## src/rtl/calc_op_master.sv

```systemverilog
// Command initiator for the calc5 operand/result handshake: issues one op, collects the
// result, checks it against a locally computed expectation and reports it upstream.
module calc_op_master #(
  parameter int WIDTH   = 32,
  parameter int TIMEOUT = 64,
  parameter int CNT_W   = 16
) (
  input  logic             clk,
  input  logic             rst,
  input  logic             cmd_valid,
  output logic             cmd_ready,
  input  logic [1:0]       cmd_op,
  input  logic [WIDTH-1:0] cmd_a,
  input  logic [WIDTH-1:0] cmd_b,
  output logic [1:0]       calc_ctrl,
  output logic [WIDTH-1:0] calc_a,
  output logic [WIDTH-1:0] calc_b,
  output logic             calc_din_valid,
  input  logic             calc_stall_out,
  output logic             calc_stall_in,
  input  logic [WIDTH-1:0] calc_out,
  input  logic             calc_dout_valid,
  output logic             res_valid,
  input  logic             res_ready,
  output logic [WIDTH-1:0] res_data,
  output logic [1:0]       res_op,
  output logic             res_err,
  output logic             res_dz,
  output logic             res_timeout,
  output logic [CNT_W-1:0] op_cnt,
  output logic [CNT_W-1:0] err_cnt
);

  typedef enum logic [1:0] {IDLE, ISSUE, WAIT_RES, REPORT} state_t;

  localparam int            TW         = $clog2(TIMEOUT + 1);
  localparam logic [TW-1:0] TIMER_LAST = TW'(TIMEOUT - 1);
  localparam logic [CNT_W-1:0] CNT_MAX = '1;

  state_t           state_reg;
  logic [TW-1:0]    timer_reg;
  logic [WIDTH-1:0] expected_reg;
  logic [WIDTH-1:0] expected_next;
  logic             dz_reg;
  logic             dz_next;

  assign cmd_ready     = (state_reg == IDLE);
  assign calc_stall_in = (state_reg == WAIT_RES);

  // Division by zero is guarded so the expectation never goes X; its result is not checked.
  always_comb begin
    expected_next = '0;
    dz_next       = 1'b0;
    case (cmd_op)
      2'd0: expected_next = cmd_a + cmd_b;
      2'd1: expected_next = cmd_a - cmd_b;
      2'd2: expected_next = cmd_a * cmd_b;
      default: begin
        if (cmd_b == '0) begin
          dz_next = 1'b1;
        end else begin
          expected_next = cmd_a / cmd_b;
        end
      end
    endcase
  end

  always_ff @(posedge clk) begin
    if (rst) begin
      state_reg      <= IDLE;
      timer_reg      <= '0;
      expected_reg   <= '0;
      dz_reg         <= 1'b0;
      calc_ctrl      <= '0;
      calc_a         <= '0;
      calc_b         <= '0;
      calc_din_valid <= 1'b0;
      res_valid      <= 1'b0;
      res_data       <= '0;
      res_op         <= '0;
      res_err        <= 1'b0;
      res_dz         <= 1'b0;
      res_timeout    <= 1'b0;
      op_cnt         <= '0;
      err_cnt        <= '0;
    end else begin
      case (state_reg)
        IDLE: begin
          if (cmd_valid) begin
            calc_ctrl      <= cmd_op;
            calc_a         <= cmd_a;
            calc_b         <= cmd_b;
            expected_reg   <= expected_next;
            dz_reg         <= dz_next;
            timer_reg      <= '0;
            calc_din_valid <= 1'b1;
            state_reg      <= ISSUE;
          end
        end
        ISSUE: begin
          if (calc_stall_out) begin
            calc_din_valid <= 1'b0;
            if (op_cnt != CNT_MAX) op_cnt <= op_cnt + 1'b1;
            timer_reg      <= '0;
            state_reg      <= WAIT_RES;
          end else if (timer_reg == TIMER_LAST) begin
            calc_din_valid <= 1'b0;
            res_data       <= '0;
            res_op         <= calc_ctrl;
            res_err        <= 1'b0;
            res_dz         <= dz_reg;
            res_timeout    <= 1'b1;
            res_valid      <= 1'b1;
            state_reg      <= REPORT;
          end else begin
            timer_reg <= timer_reg + 1'b1;
          end
        end
        WAIT_RES: begin
          if (calc_dout_valid) begin
            res_data    <= calc_out;
            res_op      <= calc_ctrl;
            res_err     <= (calc_out != expected_reg) && !dz_reg;
            res_dz      <= dz_reg;
            res_timeout <= 1'b0;
            res_valid   <= 1'b1;
            state_reg   <= REPORT;
          end else if (timer_reg == TIMER_LAST) begin
            res_data    <= '0;
            res_op      <= calc_ctrl;
            res_err     <= 1'b0;
            res_dz      <= dz_reg;
            res_timeout <= 1'b1;
            res_valid   <= 1'b1;
            state_reg   <= REPORT;
          end else begin
            timer_reg <= timer_reg + 1'b1;
          end
        end
        default: begin
          // REPORT: every res_* output holds until upstream takes it.
          if (res_ready) begin
            res_valid <= 1'b0;
            if ((res_err || res_timeout) && (err_cnt != CNT_MAX)) err_cnt <= err_cnt + 1'b1;
            state_reg <= IDLE;
          end
        end
      endcase
    end
  end

endmodule

```

## config.mk

```make
export PLATFORM = sky130hd
export DESIGN_NAME = calc_op_master
export DESIGN_NICKNAME = d
export VERILOG_FILES = /design/src/rtl/calc_op_master.sv
export SDC_FILE = /design/constraint.sdc
export NUM_CORES = 2
export LEC_CHECK = 0
export ABC_CLOCK_PERIOD_IN_PS = 257100
export CAP_MARGIN = 5
export CORE_ASPECT_RATIO = 0.5
export CORE_MARGIN = 8
export CORE_UTILIZATION = 40
export CTS_BUF_LIST = sky130_fd_sc_hd__clkbuf_2 sky130_fd_sc_hd__clkbuf_4 sky130_fd_sc_hd__clkbuf_8
export DETAILED_ROUTE_END_ITERATION = 12
export PLACE_DENSITY = 0.64
export SYNTH_ARGS = -nofsm -noshare
export SYNTH_HDL_FRONTEND = slang
export SYNTH_SLANG_ARGS = --single-unit
```

## constraint.sdc

```tcl
create_clock -name clk -period 257.1 [get_ports clk]
set_input_delay 51.42 -clock clk [delete_from_list [all_inputs] [get_ports clk]]
set_output_delay 51.42 -clock clk [all_outputs]
set_load 0.01 [all_outputs]
```

* Word level (Yosys, flattened, before mapping)
Index checks and enable logic that the tools add are counted.
** Word-level totals
- Register bits after elaboration :: 179
- Bits in latches :: 0
- Bits in writable memories :: 0
- Memory bits (read-only) :: 0
- Output and inout port bits :: 139
- Memories kept :: 0
** Cells by class
- Add/sub/neg operators :: 5
- Multipliers :: 1
- Div/mod/pow operators :: 1
- $lt $le $gt $ge :: 0
- Equality and inequality tests :: 12
- Shift operators :: 0
- Muxes and demuxes :: 44
- Bitwise logic cells :: 2
- Reductions and logical operators :: 22
** Operator list (number)
- $mux W32 :: 4
- $pmux W32 S3 :: 1
- $pmux W32 S2 :: 1
- $add A16 B1 Y16 const B :: 2
- $add A32 B32 Y32 :: 1
- $div A32 B32 Y32 :: 1
- $logic_not A32 Y1 :: 1
- $mul A32 B32 Y32 :: 1
- $ne A16 B16 Y1 const B :: 2
- $ne A32 B32 Y1 :: 1
- $sub A32 B32 Y32 :: 1
- $mux W7 :: 4
- $pmux W7 S3 :: 1
- $mux W1 :: 18
- $mux W2 :: 8
- $reduce_and A3 Y1 :: 5
- $pmux W1 S2 :: 4
- $add A7 B1 Y7 const B :: 1
- $eq A7 B6 Y1 const B :: 1
- $ne A2 B2 Y1 const B :: 3
- $pmux W2 S3 :: 1
- $reduce_and A2 Y1 :: 3
- $reduce_bool A3 Y1 :: 2
- $reduce_or A3 Y1 :: 2
- other kinds (12) :: 18

* Longest topological paths before layout
- Depth in word-level cells :: 4
- Mapped depth :: 337
- Gate-level depth less buffers :: 304

* Worst setup path after synthesis
No wires, ideal clock.
- Kind :: input port to flip-flop
- Start :: in cmd_b[0]
- End :: reg expected_reg[0]
- Arrival time :: 121.208 ns
- Data required time :: 256.959 ns
- Path slack :: 135.751 ns
- Stages on the path :: 307
- Buffers on the path :: 43
- Path through :: clkbuf_1 inv_1 ha_1 and3_1 a41oi_1 nand2b_1 inv_1 ha_1 o21ai_0 nor2b_1 nor3b_1 o21ai_0 ha_1 o221ai_1 nor4_1 mux2_2 ha_1 a21oi_1 [... 271 more ...] nand4_1 o211ai_1 a21oi_1 clkbuf_1 mux2_2 ha_1 a21o_1 a21oi_1 nor2b_1 o21ai_0 nand2b_1 a21o_1 a21o_1 a211oi_1 o21a_1 o311ai_0 a21oi_1 a2111oi_0
** On the way
- Word-level cells in the longest chain between the ends :: 3
- Elaborated cells on any way between the ends :: 7
- Those cells by class :: 2 x add/sub; 1 x mul; 1 x div; 2 x mux; 1 x reduce/logical
** Ends and longest elaborated chain
- start, declared :: line 14 : input logic [WIDTH-1:0] cmd_b,
- $div A32 B32 Y32 or $logic_not A32 Y1 (tied branches) :: line 62, 59
- $mux W32 :: line 59 : if (cmd_b == '0) begin
- $pmux W32 S3 (*) :: line 54 : case (cmd_op)
- end signal, assigned :: line 93 : expected_reg <= expected_next;
- end, declared :: line 42 : logic [WIDTH-1:0] expected_reg;
Every way passes the cells marked *; elsewhere a longest branch is shown, timed or not.
A chain may end at the register's enable or synchronous reset.

* Worst setup path in the final report
- Start :: in cmd_b[12]
- End :: reg expected_reg[0]
** On the way
- Word-level cells in the longest chain between the ends :: 3
- Elaborated cells on any way between the ends :: 4
- Those cells by class :: 1 x div; 2 x mux; 1 x reduce/logical
** Ends and longest elaborated chain (line)
- $div A32 B32 Y32 or $logic_not A32 Y1 (tied branches) :: 62, 59
- $mux W32 (*) :: 59
- $pmux W32 S3 (*) :: 54
Marks and branches as above.

==> flow_summary.json <==
{
  "antenna_found_initial": 20,
  "synth_top_area_cell": "ha_1",
  "p_leak_nw": 27.0,
  "max_slew.worst_pin.slew_ns": 1.28,
  "critPathRequiredTime_ns": 257.49,
  "grt_pass1_vias": 54462,
  "ir_worst_vdd_mv": 0.0380,
  "power_density_nw_per_um2": 12.8,
  "dp.cells": 9241,
  "endpoint": "expected_reg[0]$_SDFFE_PP0P_",
  "fp.dieW_um": 538,
  "dieArea_um2": 149000,
  "yosysWarnings": 0,
  "status": "complete, no violations",
  "crit_arrival_ns": 137.04,
  "cts-root-buf": "clkbuf_8",
  "io-pin-count": 243,
  "routed_wl_um": 243000,
  "place.gp.congestion": 1.03,
  "r2r_setup_slack_ns": 253.56,
  "drive_gt1_share_pct": 6.02,
  "drc": 0,
  "ys_seq_area_share_pct": 6.59,
  "regToRegEndpoint": "expected_reg[14]$_SDFFE_PP0P_",
  "grt_pass1_wl_um": 356000,
  "synth_nets": 8583,
  "min_period_ns": 136.65,
  "grt_max_degree": 108,
  "crit_fanout": 32,
  "cts_hold_buf": 0,
  "drtIter0Drc": 7124,
  "overflow": 0,
  "syn_area_per_cell_um2": 7.38,
  "grt_util_all_layers_pct": 31.2,
  "finClkSkew_ns": 0.0220,
  "ys_async_sr_fraction_pct": 0,
  "cts_inserted_buffers": 17,
  "vias_per_cell": 6.22,
  "fin_crit_sh_pct": 53.2,
  "htree_levels": 4,
  "wire_per_inst_um": 26.2,
  "synth_flop_cell": "dfxtp_1",
  "reg2reg_from": "state_reg[1]$_SDFFE_PP0P_",
  "finalSetupViolCount": 0,
  "power_w": 0.000761,
  "setup_tns_ns": 0,
  "fp.coreArea_um2": 135000,
  "layoutNonFillerInstCount": 9280,
  "drtPass1Iterations": 8,
  "synth_top_area_share_pct": 16.0,
  "clkSinkCount": 179,
  "hold_class": "flip-flop to flip-flop",
  "numPortBuffers": 242,
  "cts_buffer_depth": 2,
  "fmaxAchievable_mhz": 7.32,
  "maxCapViolations": 0,
  "max-slew-margin-rel_pct": 13.9,
  "hpwl_um": 186000,
  "synth_edf_count": 0,
  "yosysUniqueCellTypes": 106,
  "grt_setup_unrepaired": "no",
  "critPathBufInv": 19,
  "fin_nets": 8674,
  "area_delta_synth_final_pct": 9.25,
  "die_h_um": 277,
  "cts.reportedPaths.clkPinSlew_ns": 0.12,
  "final_antenna_net_count": 0,
  "synthTopCellsByArea": "ha_1, fa_1, nand2_1, dfxtp_1, xnor2_1",
  "drv_slew": 0,
  "syn_area_um2": 54400,
  "vias": 57694,
  "hold_viol": 0,
  "end_kind": "flip-flop",
  "crit_path_start_kind": "input port",
  "clock_latency_ns": 0.49,
  "crit_cells": 282,
  "rows": 95,
  "synthCells": 7375,
  "r2r_cells": 8,
  "cts_resized": 0,
  "critPathTopFamily": "compound AO/OA/AOI/OAI gates",
  "path_class": "input port to flip-flop",
  "cts_tree": "done",
  "crit_top_cell": "ha_1",
  "crit_slowest_cell": "a211oi_1",
  "start_util_pct": 40.4,
  "postCtsSetupBuffers": 0,
  "ys_ff_latch": 179,
  "critPathMaxStageDelay_ns": 0.97,
  "crit_start": "cmd_b[12]"
}
## tightest hold or removal path: stages, from the launching register on
cell and delay [ns]:
dfxtp_1 0.33, nand2_1 0.05, nor2_1 0.03
## layout make-up
class,instances,area [um^2]
Timing Repair Buffer,395,3490
Clock buffer,17,234
Multi-Input combinational cell,6215,47200
Clock inverter,15,165
Antenna cell,7,17.5
Inverter,658,2470
Fill cell,13724,75200
Tap cell,1794,2240
Sequential cell,179,3580
## Yosys cell counts, types with 158 or more instances
library cell  count
o21ai_0         293
nand2_1        1048
ha_1            695
nor3_1          158
xnor2_1         330
dfxtp_1         179
inv_1           657
nor2_1          589
xor2_1          204
fa_1            409
clkbuf_1        285
a21oi_1         561
a21o_1          181
## through the flow
stage	hold WS [ns]	setup WS [ns]	area [um^2]	util (%)
floorplan	0.410	135.75	54400	-
global placement	0.419	123.99	59000	43.8
detailed placement	0.420	122.67	59000	43.8
CTS	0.439	122.92	59400	44.1
global route	0.461	115.34	59400	44.1
finish	0.438	120.45	59400	44.1
## logic make-up after synthesis
family | Yosys count | synth area share, %
AO/OA/AOI/OAI | 1876 | 22.6
buffers and inverters | 981 | 6.82
XOR/XNOR | 534 | 8.60
adder cells (fa/ha/maj) | 1104 | 31.0
AND/OR/NAND/NOR | 2582 | 21.9
flip-flops | 179 | 6.59
multiplexers | 119 | 2.41
## cells in the final DEF (no fill, tap or decap), types with 75 or more instances in the layout
cell type,count
buf_4,153
dfxtp_1,179
a21o_1,181
ha_1,695
nor3_1,158
fa_1,409
o211ai_1,93
o21a_1,117
clkdlybuf4s50_1,225
a21oi_1,556
o21ai_0,290
nor2_1,586
and2_1,103
nand4_1,84
mux2_2,79
xor2_1,204
a31oi_1,75
inv_1,649
nand2_1,1047
nand3_1,154
xnor2_1,330
## metal layers
| layer | vias up | wire length (um) | GRT usage (%) |
|---|---|---|---|
| li1 | 25920 | - | - |
| met1 | 27543 | 97400 | 40.6 |
| met2 | 3353 | 101000 | 47.4 |
| met3 | 864 | 29400 | 8.40 |
| met4 | 14 | 15300 | 15.8 |
| met5 | - | 115 | 0 |
## worst min path at each step
| stage | start | endpoint | slack [ns] | cells after the start |
|---|---|---|---|---|
| after CTS | timer_reg[6]$_SDFFE_PP0P_ | timer_reg[6]$_SDFFE_PP0P_ | 0.44 | 2 |
| after global placement | timer_reg[6]$_SDFFE_PP0P_ | timer_reg[6]$_SDFFE_PP0P_ | 0.42 | 2 |
| after global routing | timer_reg[6]$_SDFFE_PP0P_ | timer_reg[6]$_SDFFE_PP0P_ | 0.46 | 2 |
| after floorplan | timer_reg[6]$_SDFFE_PP0P_ | timer_reg[6]$_SDFFE_PP0P_ | 0.41 | 2 |
| after detailed placement | timer_reg[6]$_SDFFE_PP0P_ | timer_reg[6]$_SDFFE_PP0P_ | 0.42 | 2 |
| final | timer_reg[6]$_SDFFE_PP0P_ | timer_reg[6]$_SDFFE_PP0P_ | 0.44 | 2 |
## report_power, final
part / total (W) / internal [W] / switching, W
combinational: 0.000705 / 0.000260 / 0.000445
sequential: 0.0000356 / 0.0000321 / 0.00000347
clock: 0.0000200 / 0.00000736 / 0.0000127
total: 0.000761 / 0.000300 / 0.000461
Note: power is estimated with default switching activity, not from simulation.
